--- src/rtl/dec_pkg.sv ---
// Shared decoder constants and the enabled one-hot decode function.
`timescale 1ns/1ps
package dec_pkg;

  localparam int SEL_W = 2;
  localparam int OUT_W = 4;

  // Enable wins over select: a disabled decoder yields all-zero.
  function automatic logic [OUT_W-1:0] onehot_dec(input logic en, input logic [SEL_W-1:0] sel);
    logic [OUT_W-1:0] word;
    word = '0;
    if (en) word[sel] = 1'b1;
    return word;
  endfunction

endpackage

--- src/rtl/dec2to4_core.sv ---
// Purely combinational enabled 2-to-4 decode; d is {Y3,Y2,Y1,Y0}.
`timescale 1ns/1ps
module dec2to4_core
  import dec_pkg::*;
(
  input  logic             EN,
  input  logic             A1,
  input  logic             A0,
  output logic [OUT_W-1:0] d
);

  // One-hot word for the binary select, zero while disabled.
  always_comb begin
    d = onehot_dec(EN, {A1, A0});
  end

endmodule

--- src/rtl/priority_decoder_2to4.sv ---
// Enabled 2-to-4 decoder with an optional registered, async-reset output stage.
`timescale 1ns/1ps
module priority_decoder_2to4
  import dec_pkg::*;
#(
  parameter bit               OUT_REG = 1'b1,
  parameter logic [OUT_W-1:0] RST_VAL = 4'b0000
) (
  input  logic clk,
  input  logic rst,
  input  logic EN,
  input  logic A1,
  input  logic A0,
  output logic Y3,
  output logic Y2,
  output logic Y1,
  output logic Y0
);

  logic [OUT_W-1:0] dec_w;
  logic [OUT_W-1:0] y_w;

  dec2to4_core u_core (
    .EN (EN),
    .A1 (A1),
    .A0 (A0),
    .d  (dec_w)
  );

  generate
    if (OUT_REG) begin : g_reg
      logic [OUT_W-1:0] y_d;
      logic [OUT_W-1:0] y_q;

      // Next output word is simply the current decode; no hold-last-value path.
      always_comb begin
        y_d = dec_w;
      end

      // Output flops; reset forces RST_VAL immediately and overrides any edge.
      always_ff @(posedge clk or posedge rst) begin
        if (rst) y_q <= RST_VAL;
        else     y_q <= y_d;
      end

      assign y_w = y_q;
    end else begin : g_comb
      // clk has no role on the combinational path.
      logic unused_clk;
      assign unused_clk = clk;

      // Zero-latency path; reset still overrides the decode while asserted.
      always_comb begin
        y_w = rst ? RST_VAL : dec_w;
      end
    end
  endgenerate

  assign {Y3, Y2, Y1, Y0} = y_w;

endmodule

--- config.mk ---
export PLATFORM = sky130hd
export DESIGN_NAME = priority_decoder_2to4
export DESIGN_NICKNAME = d
export VERILOG_FILES = /design/src/rtl/dec_pkg.sv /design/src/rtl/dec2to4_core.sv /design/src/rtl/priority_decoder_2to4.sv
export SDC_FILE = /design/constraint.sdc
export NUM_CORES = 1
export LEC_CHECK = 0
export CORE_AREA = 2 2 39 41
export CTS_CLUSTER_DIAMETER = 60
export DETAILED_ROUTE_END_ITERATION = 10
export DIE_AREA = 0 0 41 43
export DONT_BUFFER_PORTS = 1
export MAX_ROUTING_LAYER = met4
export PLACE_DENSITY = 0.3
export SETUP_SLACK_MARGIN = 0.4
export SLEW_MARGIN = 20
export SYNTH_ARGS = -nofsm -noshare
export SYNTH_HDL_FRONTEND = slang
export SYNTH_SLANG_ARGS = --single-unit
--- constraint.sdc ---
create_clock -name clk -period 0.8 [get_ports clk]
set_input_delay 0.16 -clock clk [delete_from_list [all_inputs] [get_ports clk]]
set_output_delay 0.16 -clock clk [all_outputs]
set_load 0.01 [all_outputs]
==> flow_summary_export.csv, run 1 <==
group,metric,value,unit
outcome,run_status,"finished with violations",
outcome,violations,"negative hold slack",
final_layout,nFillCells,154,
min_path,min_to,"g_reg.y_q[0]",
yosys,yosys_warnings,0,
power_and_ir_drop,p_leak,0.0974,nW
global_routing,grt_pass1_vias,123,
yosys,avgSynthCellArea,15.7,um2
min_path,hold_class,"in -> reg",
final_layout,final_util,0.143,
global_routing,grt_pass1_wl,476,um
yosys,synth_fp_nets,14,
route,drtPass1Iterations,1,
route,wl_per_cell,10.3,um
final_layout,layout.nets,20,
power_and_ir_drop,powerDensity,2440,nW/um2
sta,fin_crit,0.785,ns
cts,clk_pin_slew,0.04,ns
floorplan,start_util,0.102,
global_routing,track_usage,0.0471,
setup_path,arrival,0.63,ns
sta,min_period_over_period,0.982,
flow_run,cap_violations,0,
yosys,synth-seq-cells,4,
final_layout,reg.largest.list,"g_reg.y_q x4",
route,vias,86,
sta,slew_headroom,0.899,
yosys,netlist.area_leader.share,0.708,
cts,cts_buffer_depth,2,
placed_design,dpl.cell_count,25,
setup_path,path_class,"reg -> out",
yosys,ys_types,5,
floorplan,io_pins,9,
sta,grt_setup_unrepaired,"true",
global_routing,grt_max_degree,5,
route,drt_wl_total,298,um
setup_path,end_kind,"output pin",
floorplan,row_count,14,
setup_path,crit_fanout,1,
yosys,syn_inst,9,
cts,cts_sinks,4,
floorplan,core-area,1380,um2
setup_path,cp-start-kind,"flip-flop",
yosys,yosysTopAreaCell,"dfrtp_1",
final_layout,layoutNonFillerInstCount,29,
cts,cts_made_buffers,3,
placed_design,port_buffers,0,
global_routing,antenna_found_initial,0,
route,dr.first_iter.drc_count,0,
final_layout,drive_above_1_share,0.462,
route,vias_per_cell,2.97,
yosys,synth_area,141,um2
sta,worst_slew_pin_slew,0.150,ns
route,ant_nets,0,
final_layout,top_register,"g_reg.y_q",
floorplan,die_h,43,um
cts,cts_tree,"built",
sta,hold-worst-slack,-0.00586,ns
cts,post_cts_buffers,0,
final_layout,largest_reg_flops,4,
cts,cts_root_buffer,"clkbuf_4",
placed_design,gp_congestion,0.440,
sta,hold_viol,1,
floorplan,dieWidth,41,um
sta,clock.fmax,1270,MHz
yosys,ys_seq_area_frac,0.708,
global_routing,gr-total-overflow,0,
final_layout,area_growth,39.8,%
sta,setup_viol_count_final,0,
min_path,hp-start,"A1",
power_and_ir_drop,peakVddDrop,0.231,mV
floorplan,dieArea,1760,um2
yosys,synth_area_leaders,"dfrtp_1 71%, and3b_1 12%, nor3b_2 8.8%, and3_2 5.3%, inv_1 2.7%",
route,drc,0,
min_path,holdPathStages,1,
sta,slew_viol_final,0,
setup_path,required,0.64,ns
final_layout,n_antenna_cell,0,
cts,cts_max_level,1,
cts,holdBufCountCts,1,
## power breakdown
| part | internal (mW) | switching (mW) |
|---|---|---|
| Clock | 0.168 | 0.0785 |
| Sequential | 0.211 | 0.00674 |
| Combinational | 0.0118 | 0.00721 |
## how the worst max path moves through the flow
stage / startpoint / endpoint / slack [ns] / depth (start not counted)
after floorplan: g_reg.y_q[0] / Y0 / 0.26 / 0
after global placement: g_reg.y_q[2] / Y2 / 0.26 / 0
after detailed placement: g_reg.y_q[0] / Y0 / 0.26 / 0
after CTS: g_reg.y_q[0] / Y0 / 0.003 / 0
after global routing: g_reg.y_q[3] / Y3 / -0.02 / 0
final: g_reg.y_q[1] / Y1 / 0.01 / 0
## per-layer routing
metal,GRT usage,vias up,wire (um)
met5,-,-,0
met4,0.0800,0,0
met3,0.0209,0,65
met2,0.0500,9,128
met1,0.0443,39,104
li1,-,38,-
## Yosys cell counts, drive strengths merged
cell type and instances:
and3 1, nor3b 1, dfrtp 4, and3b 2, inv 1
## stage by stage
stage	total power, mW	setup WS [ns]	TNS (ns)	hold slack [ns]	instance area [um2]
after floorplan	0.232	0.264	0	-0.0739	145
after global placement	0.234	0.259	0	-0.0702	165
after detailed placement	0.236	0.256	0	-0.0628	165
after CTS	0.496	0.00281	0	-0.0154	198
after global routing	0.522	-0.0170	-0.0581	-0.0225	198
final	0.483	0.0147	0	-0.00586	198
## cells in the final DEF, fill, tap and decap left out
cell,instances
and3_4,1
nor3b_2,1
dlygate4sd3_1,1
and3b_1,2
inv_2,1
clkbuf_4,3
dfrtp_1,4
## cells by family after synthesis
kind of cell,synth area share
buf+inv,0.0265
simple gates,0.266
flops,0.708
## final cells by class
class	count	area, um2	share of cell area
clock buffer	3	22.5	0.114
inverter	1	3.75	0.0190
multi-input combinational	4	41.3	0.209
sequential	4	100	0.506
tap	16	20.0	0.101
timing repair buffer	1	10.0	0.0506
## repair_timing
| item | in CTS | in global routing |
|---|---|---|
| resized for setup | 0 | 1 |
| endpoints found under the setup margin | 4 | 8 |
| endpoints found under the hold margin | 5 | 1 |
No activity file was read; power rests on OpenSTA's default activity.
==> inputs of run 2 (changes only) <==
--- a/config.mk
+++ b/config.mk
@@ -12,6 +12,7 @@
 export DONT_BUFFER_PORTS = 1
 export MAX_ROUTING_LAYER = met4
 export PLACE_DENSITY = 0.3
+export RECOVER_POWER = 50
 export SETUP_SLACK_MARGIN = 0.4
 export SLEW_MARGIN = 20
 export SYNTH_ARGS = -nofsm -noshare
==> run 2 against run 1 <==
  * The run now ends clean
  * Total power shrank 0.48%
  * Hold slack better by 0.017 ns
  * Sequential power is essentially flat
  * Global-route usage did not move
  * Via count up 1.2%
  * Core utilization down 0.72 points
  * Flip-flop and latch count is the same
  * Combinational power fell by 12%
  * Critical path depth unchanged
  * Non-clock buffer count is the same
  * Routed wire length up 2.3%
  * Critical endpoint unchanged
==> flow_summary_export.csv, run 2 (synthesized netlist as in run 1, its figures left out) <==
group,metric,value,unit
min_path,holdPathStages,1,
final_layout,top_register,"g_reg.y_q",
global_routing,gr-total-overflow,0,
cts,cts_root_buffer,"clkbuf_4",
final_layout,final_common_cell,"dfrtp_1",
min_path,hp-start,"A0",
floorplan,dieWidth,41,um
final_layout,reg.largest.list,"g_reg.y_q x4",
sta,slew_headroom,0.838,
sta,min_period_over_period,0.982,
cts,cts_buffer_depth,2,
setup_path,cp_num_cells,0,
sta,clock.fmax,1270,MHz
setup_path,required,0.64,ns
power_and_ir_drop,p_leak,0.0970,nW
cts,cts_tree,"built",
route,wl_per_cell,10.5,um
floorplan,core-area,1380,um2
setup_path,path_class,"reg -> out",
sta,fin_crit,0.785,ns
global_routing,grt_pass1_wl,476,um
floorplan,io_pins,9,
sta,slew_viol_final,0,
floorplan,dieArea,1760,um2
global_routing,track_usage,0.0471,
cts,clk_pin_slew,0.04,ns
final_layout,final_cell_mix,"4 x dfrtp_1, 3 x clkbuf_4, 2 x and3b_1",
route,top_layer,"met3",
cts,holdBufCountCts,1,
min_path,hold_class,"in -> reg",
setup_path,worstSetupStartpoint,"g_reg.y_q[1]",
floorplan,die_h,43,um
placed_design,pre_cts_ws,0.256,ns
setup_path,cp-start-kind,"flip-flop",
route,drc,0,
route,ant_nets,0,
cts,cts_max_level,1,
final_layout,layout.nets,20,
placed_design,postPlaceCellArea,165,um2
route,wl_met3,75,um
final_layout,drive_above_1_share,0.308,
sta,layout_setup_ws,0.0147,ns
route,wl_met1,99,um
cts,cts_made_buffers,3,
cts,cts_sinks,4,
power_and_ir_drop,peakVddDrop,0.217,mV
sta,grt_setup_unrepaired,"true",
outcome,run_status,"finished clean",
flow_run,cap_violations,0,
global_routing,antenna_found_initial,0,
route,drtPass1Iterations,1,
floorplan,start_util,0.102,
route,met2_wirelength,130,um
route,vias,87,
placed_design,dpl.cell_count,25,
route,dr.first_iter.drc_count,0,
final_layout,final_area,188,um2
global_routing,grt_max_degree,5,
floorplan,row_count,14,
setup_path,arrival,0.63,ns
final_layout,layoutNonFillerInstCount,29,
route,vias_per_cell,3.00,
cts,post_cts_buffers,0,
final_layout,largest_reg_flops,4,
placed_design,gp_congestion,0.440,
setup_path,end_kind,"output pin",
global_routing,grt_pass1_vias,123,
power_and_ir_drop,powerDensity,2560,nW/um2
final_layout,n_antenna_cell,0,
setup_path,crit_fanout,1,
power_and_ir_drop,p_total,0.481,mW
placed_design,port_buffers,0,
route,drt_wl_total,305,um
sta,hold_viol,0,
final_layout,area_growth,32.7,%
sta,setup_viol_count_final,0,
sta,worst_slew_pin_slew,0.242,ns
run 2: cell counts in the layout (fill, tap and decap cells not counted):
No cell type changed its count.
run 2: stage by stage:
step / utilization / TNS (ns) / hold WS (ns)
after floorplan: - / 0 / -0.0739
after global placement: 0.119 / 0 / -0.0702
after detailed placement: 0.119 / 0 / -0.0628
after CTS: 0.143 / 0 / -0.0154
after global routing: 0.136 / -0.0581 / -0.00732
final: 0.136 / 0 / 0.0111
run 2: path summary, 6_finish.rpt:
| check | endpoint | slack (ns) |
|---|---|---|
| worst max-delay path | Y1 | 0.01 |
| worst min-delay path | g_reg.y_q[0] | 0.01 |
| max in group asynchronous | g_reg.y_q[2] | 0.45 |
| min in group asynchronous | g_reg.y_q[1] | 0.24 |
run 2: timing repair:
item / CTS / global route
endpoints found under the setup margin: 4 / 8
resized for setup: 0 / 1
endpoints found under the hold margin: 5 / 1
run 2: report_power, final:
group / switching, mW / total [mW] / internal [mW] / leakage, nW
combinational: 0.00734 / 0.0167 / 0.00932 / 0.0294
clock: 0.0785 / 0.246 / 0.168 / 0.0138
sequential: 0.00674 / 0.218 / 0.211 / 0.0538
run 2: area by class of cell:
cell class / instances / area, um2
sequential: 4 / 100
multi-input combinational: 4 / 31.3
inverter: 1 / 3.75
fill: 156 / 1200
timing repair buffer: 1 / 10.0
clock buffer: 3 / 22.5
tap: 16 / 20.0
run 2: per-layer routing:
layer / track usage / vias up
met5: - / -
met4: 0.0800 / 0
met3: 0.0209 / 0
met2: 0.0500 / 9
met1: 0.0443 / 39
li1: - / 39
==> inputs of run 3 (changes only) <==
==> constraint.sdc (replaced) <==
create_clock -name clk -period 0.9 [get_ports clk]
set_input_delay 0.18 -clock clk [delete_from_list [all_inputs] [get_ports clk]]
set_output_delay 0.18 -clock clk [all_outputs]
set_load 0.01 [all_outputs]
==> run 3 against run 2 <==
  * Hold slack improved by 0.012 ns
  * Sequential share of layout area is 0.35 points lower
  * Routed wire length fell by 5.9%
  * Critical path depth unchanged
  * Critical endpoint is now Y3
  * Die area stayed put
  * First-iteration DRC count unchanged
  * Clock power down 11%
  * Cell count unchanged
  * Core utilization grew 0.090 points
  * Design area increased by 0.67%
  * Flip-flop and latch count is the same
==> flow_summary_export.csv, run 3 (synthesized netlist as in run 1, its figures left out) <==
group,metric,value,unit
outcome,run_status,"finished clean",
floorplan,row_count,14,
cts,cts_made_buffers,3,
global_routing,grt_max_degree,5,
cts,cts_tree,"built",
final_layout,layout.nets,20,
placed_design,port_buffers,0,
power_and_ir_drop,powerDensity,2260,nW/um2
sta,grt_setup_unrepaired,"true",
setup_path,cp-start-kind,"flip-flop",
final_layout,top_register,"g_reg.y_q",
final_layout,n_antenna_cell,0,
setup_path,end_kind,"output pin",
flow_run,cap_violations,0,
sta,layout_setup_ws,0.0899,ns
floorplan,die_h,43,um
route,wl_per_cell,9.90,um
final_layout,area_growth,33.6,%
power_and_ir_drop,peakVddDrop,0.229,mV
cts,cts_root_buffer,"clkbuf_4",
setup_path,arrival,0.63,ns
global_routing,gr-total-overflow,0,
placed_design,gp_congestion,0.554,
final_layout,reg.largest.list,"g_reg.y_q x4",
final_layout,drive_above_1_share,0.308,
sta,slew_headroom,0.870,
final_layout,largest_reg_flops,4,
final_layout,ff_latch_area,100,um2
global_routing,grt_pass1_wl,400,um
setup_path,required,0.72,ns
setup_path,path_class,"reg -> out",
cts,cts_buffer_depth,2,
global_routing,grt_pass1_vias,109,
sta,setup_viol_count_final,0,
final_layout,final_cell_mix,"4 x dfrtp_1, 3 x clkbuf_4, 2 x and3b_1",
cts,clk_pin_slew,0.04,ns
floorplan,core-area,1380,um2
sta,totalNegativeSetupSlack,0,ns
final_layout,layoutNonFillerInstCount,29,
floorplan,start_util,0.102,
route,ant_nets,0,
min_path,hold_class,"in -> reg",
sta,hold_viol,0,
global_routing,antenna_found_initial,0,
global_routing,track_usage,0.0473,
sta,fin_crit,0.810,ns
setup_path,crit_fanout,1,
placed_design,pre_cts_ws,0.332,ns
final_layout,nFillCells,152,
sta,clock.fmax,1230,MHz
route,dr.first_iter.drc_count,0,
final_layout,final_common_cell,"dfrtp_1",
sta,worst_slew_pin_slew,0.195,ns
final_layout,multi_input_area,32.5,um2
route,drtPass1Iterations,1,
route,drc,0,
route,vias_per_cell,2.93,
route,vias,85,
final_layout,final_util,0.137,
cts,cts_max_level,1,
power_and_ir_drop,p_leak,0.0977,nW
cts,post_cts_buffers,0,
floorplan,dieWidth,41,um
floorplan,io_pins,9,
route,drt_wl_total,287,um
placed_design,dpl.cell_count,25,
sta,min_period_over_period,0.900,
sta,slew_viol_final,0,
cts,cts_sinks,4,
floorplan,dieArea,1760,um2
run 3: stage by stage:
stage / hold WS (ns) / total power, mW / instance area (um2)
finish: 0.0229 / 0.427 / 189
global route: 0.0245 / 0.446 / 189
CTS: 0.00129 / 0.443 / 194
detailed placement: -0.0394 / 0.208 / 161
global placement: -0.0492 / 0.207 / 161
floorplan: -0.0539 / 0.205 / 141
run 3: path summary, 6_finish.rpt:
path | startpoint | to | slack (ns) | cells past startpoint
min in group asynchronous | rst | g_reg.y_q[2] | 0.27 | 2
max in group asynchronous | rst | g_reg.y_q[0] | 0.49 | 2
worst max-delay path | g_reg.y_q[3] | Y3 | 0.09 | 0
worst min-delay path | A1 | g_reg.y_q[0] | 0.02 | 1
run 3: what timing repair did:
item / CTS / global route
resized for setup: 0 / 0
setup endpoints to repair: 4 / 4
endpoints found under the hold margin: 4 / 0
hold buffers: 1 / 0
run 3: metal layers:
| layer | GRT usage | vias up | wire (um) |
|---|---|---|---|
| met4 | 0.0800 | 0 | 0 |
| met1 | 0.0289 | 37 | 107 |
| li1 | - | 39 | - |
| met5 | - | - | 0 |
| met2 | 0.0375 | 9 | 101 |
| met3 | 0.0681 | 0 | 78 |
run 3: layout make-up:
type | instances | area share
flip-flops and latches | 4 | 0.530
multi-input cells | 4 | 0.172
clock buffers | 3 | 0.119
well taps | 16 | 0.106
repair buffers | 1 | 0.0530
inverters | 1 | 0.0199
run 3: report_power, final:
group          total (mW)  switching (mW)  internal (mW)
Sequential          0.194         0.00634          0.188
Clock               0.219          0.0697          0.149
Combinational      0.0137         0.00529        0.00840
